## config.mk

```make
export PLATFORM = sky130hd
export DESIGN_NAME = serial_adder
export DESIGN_NICKNAME = d
export VERILOG_FILES = /design/src/rtl/serial_adder_pkg.sv /design/src/rtl/full_adder_cell.sv /design/src/rtl/serial_adder.sv
export SDC_FILE = /design/constraint.sdc
export NUM_CORES = 1
export LEC_CHECK = 0
export BUFFER_PORTS_ARGS = -buffer_cell sky130_fd_sc_hd__clkbuf_2
export CAP_MARGIN = 30
export CORE_AREA = 2 2 74 76
export DETAILED_ROUTE_END_ITERATION = 10
export DIE_AREA = 0 0 76 78
export PLACE_DENSITY = 0.53
export SLEW_MARGIN = 0
export SYNTH_ARGS = -nofsm -noshare
export SYNTH_HDL_FRONTEND = slang
export SYNTH_SLANG_ARGS = --single-unit
```

## constraint.sdc

```tcl
create_clock -name clk -period 1.1 [get_ports clk]
set_clock_uncertainty 0.05 [all_clocks]
set_input_delay 0.11 -clock clk [delete_from_list [all_inputs] [get_ports clk]]
set_output_delay 0.11 -clock clk [all_outputs]
set_load 0.05 [all_outputs]
```

## src/rtl/serial_adder_pkg.sv

```systemverilog
`default_nettype none
// ============================================================================
// Module      : serial_adder_pkg
// Description : Shared definitions for the bit-serial adder: FSM state
//               encoding and the default operand width.
// Contents    : DEFAULT_WIDTH       default operand/sum width
//               IDLE, SHIFT, DONE   2-bit state encodings
//               state_t             state register type
// Revision    : 1.0 - initial release
// ============================================================================
package serial_adder_pkg;

    // Default operand and sum width in bits.
    localparam int DEFAULT_WIDTH = 8;

    // FSM state encoding. The encoding is fixed so that other blocks and
    // debug tools can decode the state register directly.
    typedef logic [1:0] state_t;

    localparam state_t IDLE  = 2'd0;
    localparam state_t SHIFT = 2'd1;
    localparam state_t DONE  = 2'd2;

endpackage : serial_adder_pkg
`default_nettype wire

```

## src/rtl/full_adder_cell.sv

```systemverilog
`default_nettype none
// ============================================================================
// Module      : full_adder_cell
// Description : Purely combinational one-bit full adder. The serial adder
//               reuses one instance of this cell for every bit position.
// Ports       : a     in   1  addend bit A
//               b     in   1  addend bit B
//               cin   in   1  carry in
//               s     out  1  sum bit, a ^ b ^ cin
//               cout  out  1  carry out, majority(a, b, cin)
// Revision    : 1.0 - initial release
// ============================================================================
module full_adder_cell (
    input  logic a,
    input  logic b,
    input  logic cin,
    output logic s,
    output logic cout
);

    logic w_p;  // propagate
    logic w_g;  // generate

    assign w_p  = a ^ b;
    assign w_g  = a & b;
    assign s    = w_p ^ cin;
    assign cout = w_g | (w_p & cin);

endmodule : full_adder_cell
`default_nettype wire

```

## src/rtl/serial_adder.sv

```systemverilog
`default_nettype none
// ============================================================================
// Module      : serial_adder
// Description : Bit-serial ripple adder. Accepts two WIDTH-bit operands and
//               a carry-in on a valid/ready port, adds them LSB first through
//               a single full-adder cell over WIDTH cycles, then presents the
//               result on a valid/ready output port until it is accepted.
// Parameters  : WIDTH      operand and sum width in bits (>= 1)
// Ports       : clk        in   1      clock, rising edge
//               rst        in   1      asynchronous active-high reset
//               in_valid   in   1      operands valid
//               in_ready   out  1      block can accept operands
//               a          in   WIDTH  operand A
//               b          in   WIDTH  operand B
//               cin        in   1      carry in
//               out_valid  out  1      result valid
//               out_ready  in   1      consumer accepts result
//               sum        out  WIDTH  (a + b + cin) mod 2^WIDTH
//               cout       out  1      bit WIDTH of a + b + cin
//               busy       out  1      operation in progress (SHIFT or DONE)
// Revision    : 1.0 - initial release
// ============================================================================
module serial_adder
    import serial_adder_pkg::*;
#(
    parameter int WIDTH = DEFAULT_WIDTH
) (
    input  logic             clk,
    input  logic             rst,
    input  logic             in_valid,
    output logic             in_ready,
    input  logic [WIDTH-1:0] a,
    input  logic [WIDTH-1:0] b,
    input  logic             cin,
    output logic             out_valid,
    input  logic             out_ready,
    output logic [WIDTH-1:0] sum,
    output logic             cout,
    output logic             busy
);

    // Counter is wide enough to hold WIDTH itself.
    localparam int              CNT_W      = $clog2(WIDTH + 1);
    localparam logic [CNT_W-1:0] C_CNT_LAST = CNT_W'(WIDTH - 1);
    localparam logic [CNT_W-1:0] C_CNT_ONE  = CNT_W'(1);

    // ------------------------------------------------------------------
    // State and datapath registers
    // ------------------------------------------------------------------
    state_t            r_state;
    state_t            w_next_state;

    logic [WIDTH-1:0]  r_a_sr;
    logic [WIDTH-1:0]  r_b_sr;
    logic [WIDTH-1:0]  r_sum_sr;
    logic              r_carry;
    logic [CNT_W-1:0]  r_cnt;

    // Full-adder cell results for the current bit position
    logic              w_fa_s;
    logic              w_fa_c;

    // Sum register after inserting the new bit at the MSB
    logic [WIDTH-1:0]  w_sum_shift;

    logic              w_accept;
    logic              w_last_bit;

    assign w_accept   = (r_state == IDLE) && in_valid;
    assign w_last_bit = (r_cnt == C_CNT_LAST);

    // ------------------------------------------------------------------
    // The single full-adder cell, fed from the LSBs of the operand shift
    // registers and the carry flop.
    // ------------------------------------------------------------------
    full_adder_cell u_fa (
        .a    (r_a_sr[0]),
        .b    (r_b_sr[0]),
        .cin  (r_carry),
        .s    (w_fa_s),
        .cout (w_fa_c)
    );

    // Sum bits enter at the MSB and move right, so after WIDTH shifts the
    // first (LSB) result bit has arrived at position 0. A one-bit adder has
    // nothing to shift, so it simply takes the new bit.
    generate
        if (WIDTH == 1) begin : g_sum_w1
            assign w_sum_shift = w_fa_s;
        end else begin : g_sum_wn
            assign w_sum_shift = {w_fa_s, r_sum_sr[WIDTH-1:1]};
        end
    endgenerate

    // ------------------------------------------------------------------
    // FSM process 1: state register
    // ------------------------------------------------------------------
    always_ff @(posedge clk or posedge rst) begin
        if (rst) begin
            r_state <= IDLE;
        end else begin
            r_state <= w_next_state;
        end
    end

    // ------------------------------------------------------------------
    // FSM process 2: next-state logic
    // ------------------------------------------------------------------
    always_comb begin
        w_next_state = r_state;
        case (r_state)
            IDLE: begin
                if (in_valid) begin
                    w_next_state = SHIFT;
                end
            end
            SHIFT: begin
                // Leave on the edge that processes the final bit.
                if (w_last_bit) begin
                    w_next_state = DONE;
                end
            end
            DONE: begin
                if (out_ready) begin
                    w_next_state = IDLE;
                end
            end
            default: begin
                w_next_state = IDLE;
            end
        endcase
    end

    // ------------------------------------------------------------------
    // FSM process 3: outputs, decoded from registered state only (apart
    // from the reset term that holds in_ready low during reset).
    // ------------------------------------------------------------------
    always_comb begin
        in_ready  = (r_state == IDLE) && !rst;
        out_valid = (r_state == DONE);
        busy      = (r_state != IDLE);
        // The result registers are untouched in DONE and IDLE, so the
        // outputs stay stable while valid and hold afterwards.
        sum       = r_sum_sr;
        cout      = r_carry;
    end

    // ------------------------------------------------------------------
    // Datapath: shift registers, carry flop, bit counter
    // ------------------------------------------------------------------
    always_ff @(posedge clk or posedge rst) begin
        if (rst) begin
            r_a_sr   <= '0;
            r_b_sr   <= '0;
            r_sum_sr <= '0;
            r_carry  <= 1'b0;
            r_cnt    <= '0;
        end else begin
            case (r_state)
                IDLE: begin
                    if (w_accept) begin
                        r_a_sr   <= a;
                        r_b_sr   <= b;
                        r_sum_sr <= '0;
                        r_carry  <= cin;
                        r_cnt    <= '0;
                    end
                end
                SHIFT: begin
                    r_a_sr   <= r_a_sr >> 1;
                    r_b_sr   <= r_b_sr >> 1;
                    r_sum_sr <= w_sum_shift;
                    r_carry  <= w_fa_c;
                    r_cnt    <= r_cnt + C_CNT_ONE;
                end
                default: begin
                    // DONE: hold the result for the consumer.
                end
            endcase
        end
    end

endmodule : serial_adder
`default_nettype wire

```

==> flow_summary.json <==
{
  "clock-sinks": 31,
  "cp-end-kind": "output port",
  "row_count": 26,
  "ir_worst_vdd_mv": 0.9394,
  "power_mw": 5.985,
  "crit_family": "flip-flops",
  "worstSetupPathType": "reg2out",
  "cts_tree": "built",
  "grt_setup_unrepaired": "yes",
  "start_kind": "flop",
  "synth_top_area_share_pct": 51.84,
  "initial_core_util_pct": 29.68,
  "drv_cap": 0,
  "leakage_nw": 1.111,
  "fin_crit_sh_pct": 126.7,
  "die_w_um": 76,
  "synth_compound_area_share_pct": 24.08,
  "grt_pass1_vias": 1402,
  "violations": "negative setup slack",
  "yosysMostFrequentCell": "dfrtp_1",
  "synthMuxAreaShare_pct": 0.7525,
  "critPathBufInv": 1,
  "yosysWarnings": 0,
  "synth_largest_area_cell": "dfrtp_1",
  "worstMarginPinSlew_ns": 0.3280,
  "post_dp_cell_area_um2": 1916,
  "syn_to_final_growth_pct": 59.20,
  "cts_root_buffer": "clkbuf_8",
  "slowest_stage": "dfrtp_2",
  "setup_slack_ns": -0.2941,
  "outcome": "finished with violations",
  "hold_class": "in2reg",
  "drt_first_iter_violations": 25,
  "grt.overflow.total": 0,
  "dieArea_um2": 5928,
  "synth_seq_cells": 31,
  "synthArstFlopShare_pct": 100.0,
  "dp.final_hpwl_um": 2412,
  "insertion_delay_ns": 0.29,
  "drive_gt1_share_pct": 51.92,
  "ctsHtreeMaxLevel": 2,
  "grt_usage_pct": 13.92,
  "synth-adder-area-share_pct": 2.174,
  "path_max_fanout": 2,
  "cp_slowest_stage_delay_ns": 0.42,
  "drc": 0,
  "netlist_area_um2": 1496,
  "seq_area_frac_synth_pct": 51.84,
  "drt_wl_total_um": 3818,
  "die_h_um": 78,
  "syn_inst": 146,
  "core-area_um2": 5042,
  "ys.flop_type": "dfrtp_1",
  "tns_ns": -5.741,
  "vias": 1320,
  "fin_cells": 278,
  "viasPerCell": 4.748,
  "antenna_found_initial": 0,
  "ys_top_cells_by_area": "dfrtp_1 52%, a22o_1 5.9%, a21oi_1 5.7%",
  "finalSetupViolations": 35,
  "synth_cell_types": 27,
  "synth_edf_count": 0,
  "worstPathArrival_ns": 1.23,
  "drt_pass1_iterations": 4,
  "p_per_area_nw_per_um2": 2512,
  "cp.required_ns": 0.94,
  "fin_area_um2": 2382,
  "num_antenna_cells": 0,
  "hold_viol_final": 0,
  "gp_congestion": 0.7630,
  "n_fill_cell": 466,
  "slew_viol_final": 0,
  "synth-xor-area-share_pct": 0,
  "pre_cts_slack_ns": -0.1841,
  "syn_avg_cell_area_um2": 10.25,
  "layout.nets": 230,
  "slew_headroom_pct": 78.13,
  "synthTopCellsByCount": "31 x dfrtp_1, 17 x a21oi_1, 17 x o21ai_0, 12 x nand2_1, 11 x nor2b_1",
  "synth-simple-area-share_pct": 14.63,
  "syn_nets": 169,
  "port_buffers": 32,
  "dpl.cell_count": 260,
  "grt_pass1_wl_um": 6520,
  "layout_min_cycle_time_ns": 1.394,
  "post_drt_wl_per_cell_um": 13.73,
  "ios": 33,
  "numCtsBuffers": 5,
  "path_clk_slew_ns": 0.07,
  "grt_max_degree": 32,
  "postRouteAntennaNets": 0,
  "max-clock-path-buffers": 2,
  "synth_top_family_by_area": "compound AO/OA/AOI/OAI gates",
  "max_freq_mhz": 717.3,
  "crit_chain": "or2_4 > nor2_4 > buf_8"
}
-- worst min-delay path, cell delays in order --
cell	delay, ns
clkbuf_2	0.09
a21oi_2	0.04
o21ai_1	0.10
-- stage by stage --
| step | util [%] | hold slack [ns] |
|---|---|---|
| 2_1_floorplan | - | 0.1634 |
| 3_3_place_gp | 37.99 | 0.1314 |
| 3_5_place_dp | 37.99 | 0.1385 |
| 4_1_cts | 46.65 | 0.04740 |
| 5_1_grt | 47.25 | 0.04780 |
| 6_report | 47.25 | 0.04569 |
-- flip-flops by register name (all words and copies together), names as in the netlist --
register,count
r_state,2
r_b_sr,8
cout,1
r_a_sr,8
r_cnt,4
sum,8
-- placed cells by master (no fill, tap or decap), types with 3 or more instances in the layout --
master / netlist / routed
o21ai_1: 0 / 12
and3b_1: 7 / 7
dfrtp_2: 0 / 3
a21oi_1: 17 / 7
nand2_1: 12 / 12
a22o_1: 10 / 10
clkbuf_4: 0 / 4
inv_1: 5 / 3
clkbuf_8: 0 / 5
dfrtp_1: 31 / 28
a22oi_2: 0 / 5
a21oi_2: 0 / 10
clkinv_2: 0 / 3
buf_6: 3 / 10
nor2b_4: 0 / 3
clkbuf_2: 0 / 20
buf_12: 0 / 3
nor2b_1: 11 / 8
o21ai_0: 17 / 4
buf_4: 3 / 19
buf_8: 0 / 4
nor2_4: 0 / 3
-- cell families after synthesis --
group / count (synthesis)
DFF: 31
buffers and inverters: 16
adders and majority gates: 2
and+or+nand+nor: 39
AOI/OAI and AO/OA: 57
muxes: 1
-- repair_timing --
item	CTS	global route
gates resized for setup	61	15
endpoints found under the setup margin	42	41
gates cloned	4	0
hold buffers	1	0
pin swaps	20	10
buffers inserted	4	1
hold endpoints to repair	31	0
-- report_power, final --
group | internal, mW | switching [mW] | leakage (nW) | total, mW
clock | 0.432 | 0.448 | 0.0477 | 0.880
combinational | 1.65 | 1.56 | 0.665 | 3.22
sequential | 1.57 | 0.324 | 0.399 | 1.89
-- final cells by class --
type	count	area, µm²	area share (%)
clock buffer	5	68.82	2.889
multi-input combinational	99	782.0	32.83
tap	70	87.58	3.676
timing repair buffer	65	630.6	26.47
inverter	5	18.77	0.7878
sequential	31	779.5	32.72
clock inverter	3	15.01	0.6303
-- path summary, 6_finish.rpt --
check | startpoint | endpoint | slack, ns | depth (start not counted)
setup / recovery | r_state[1]$_DFFE_PP0P_ | in_ready | -0.29 | 3
hold / removal | a[1] | r_a_sr[1]$_DFFE_PP0P_ | 0.05 | 3
setup reg to reg | r_state[0]$_DFFE_PP0P_ | r_b_sr[0]$_DFFE_PP0P_ | -0.26 | 5
hold reg to reg | r_b_sr[3]$_DFFE_PP0P_ | r_b_sr[3]$_DFFE_PP0P_ | 0.44 | 2
max in group asynchronous | rst | r_state[1]$_DFFE_PP0P_ | 0.44 | 4
min in group asynchronous | rst | r_b_sr[7]$_DFFE_PP0P_ | 0.37 | 4
-- routing by layer --
metal | vias to the layer above | GRT usage (%) | wire length (µm)
met1 | 641 | 17.47 | 1723
met3 | 6 | 4.884 | 196
met2 | 31 | 22.95 | 1861
met5 | - | 0 | 0
met4 | 0 | 3.636 | 36
li1 | 642 | - | -
No activity file was read; power rests on OpenSTA's default activity.
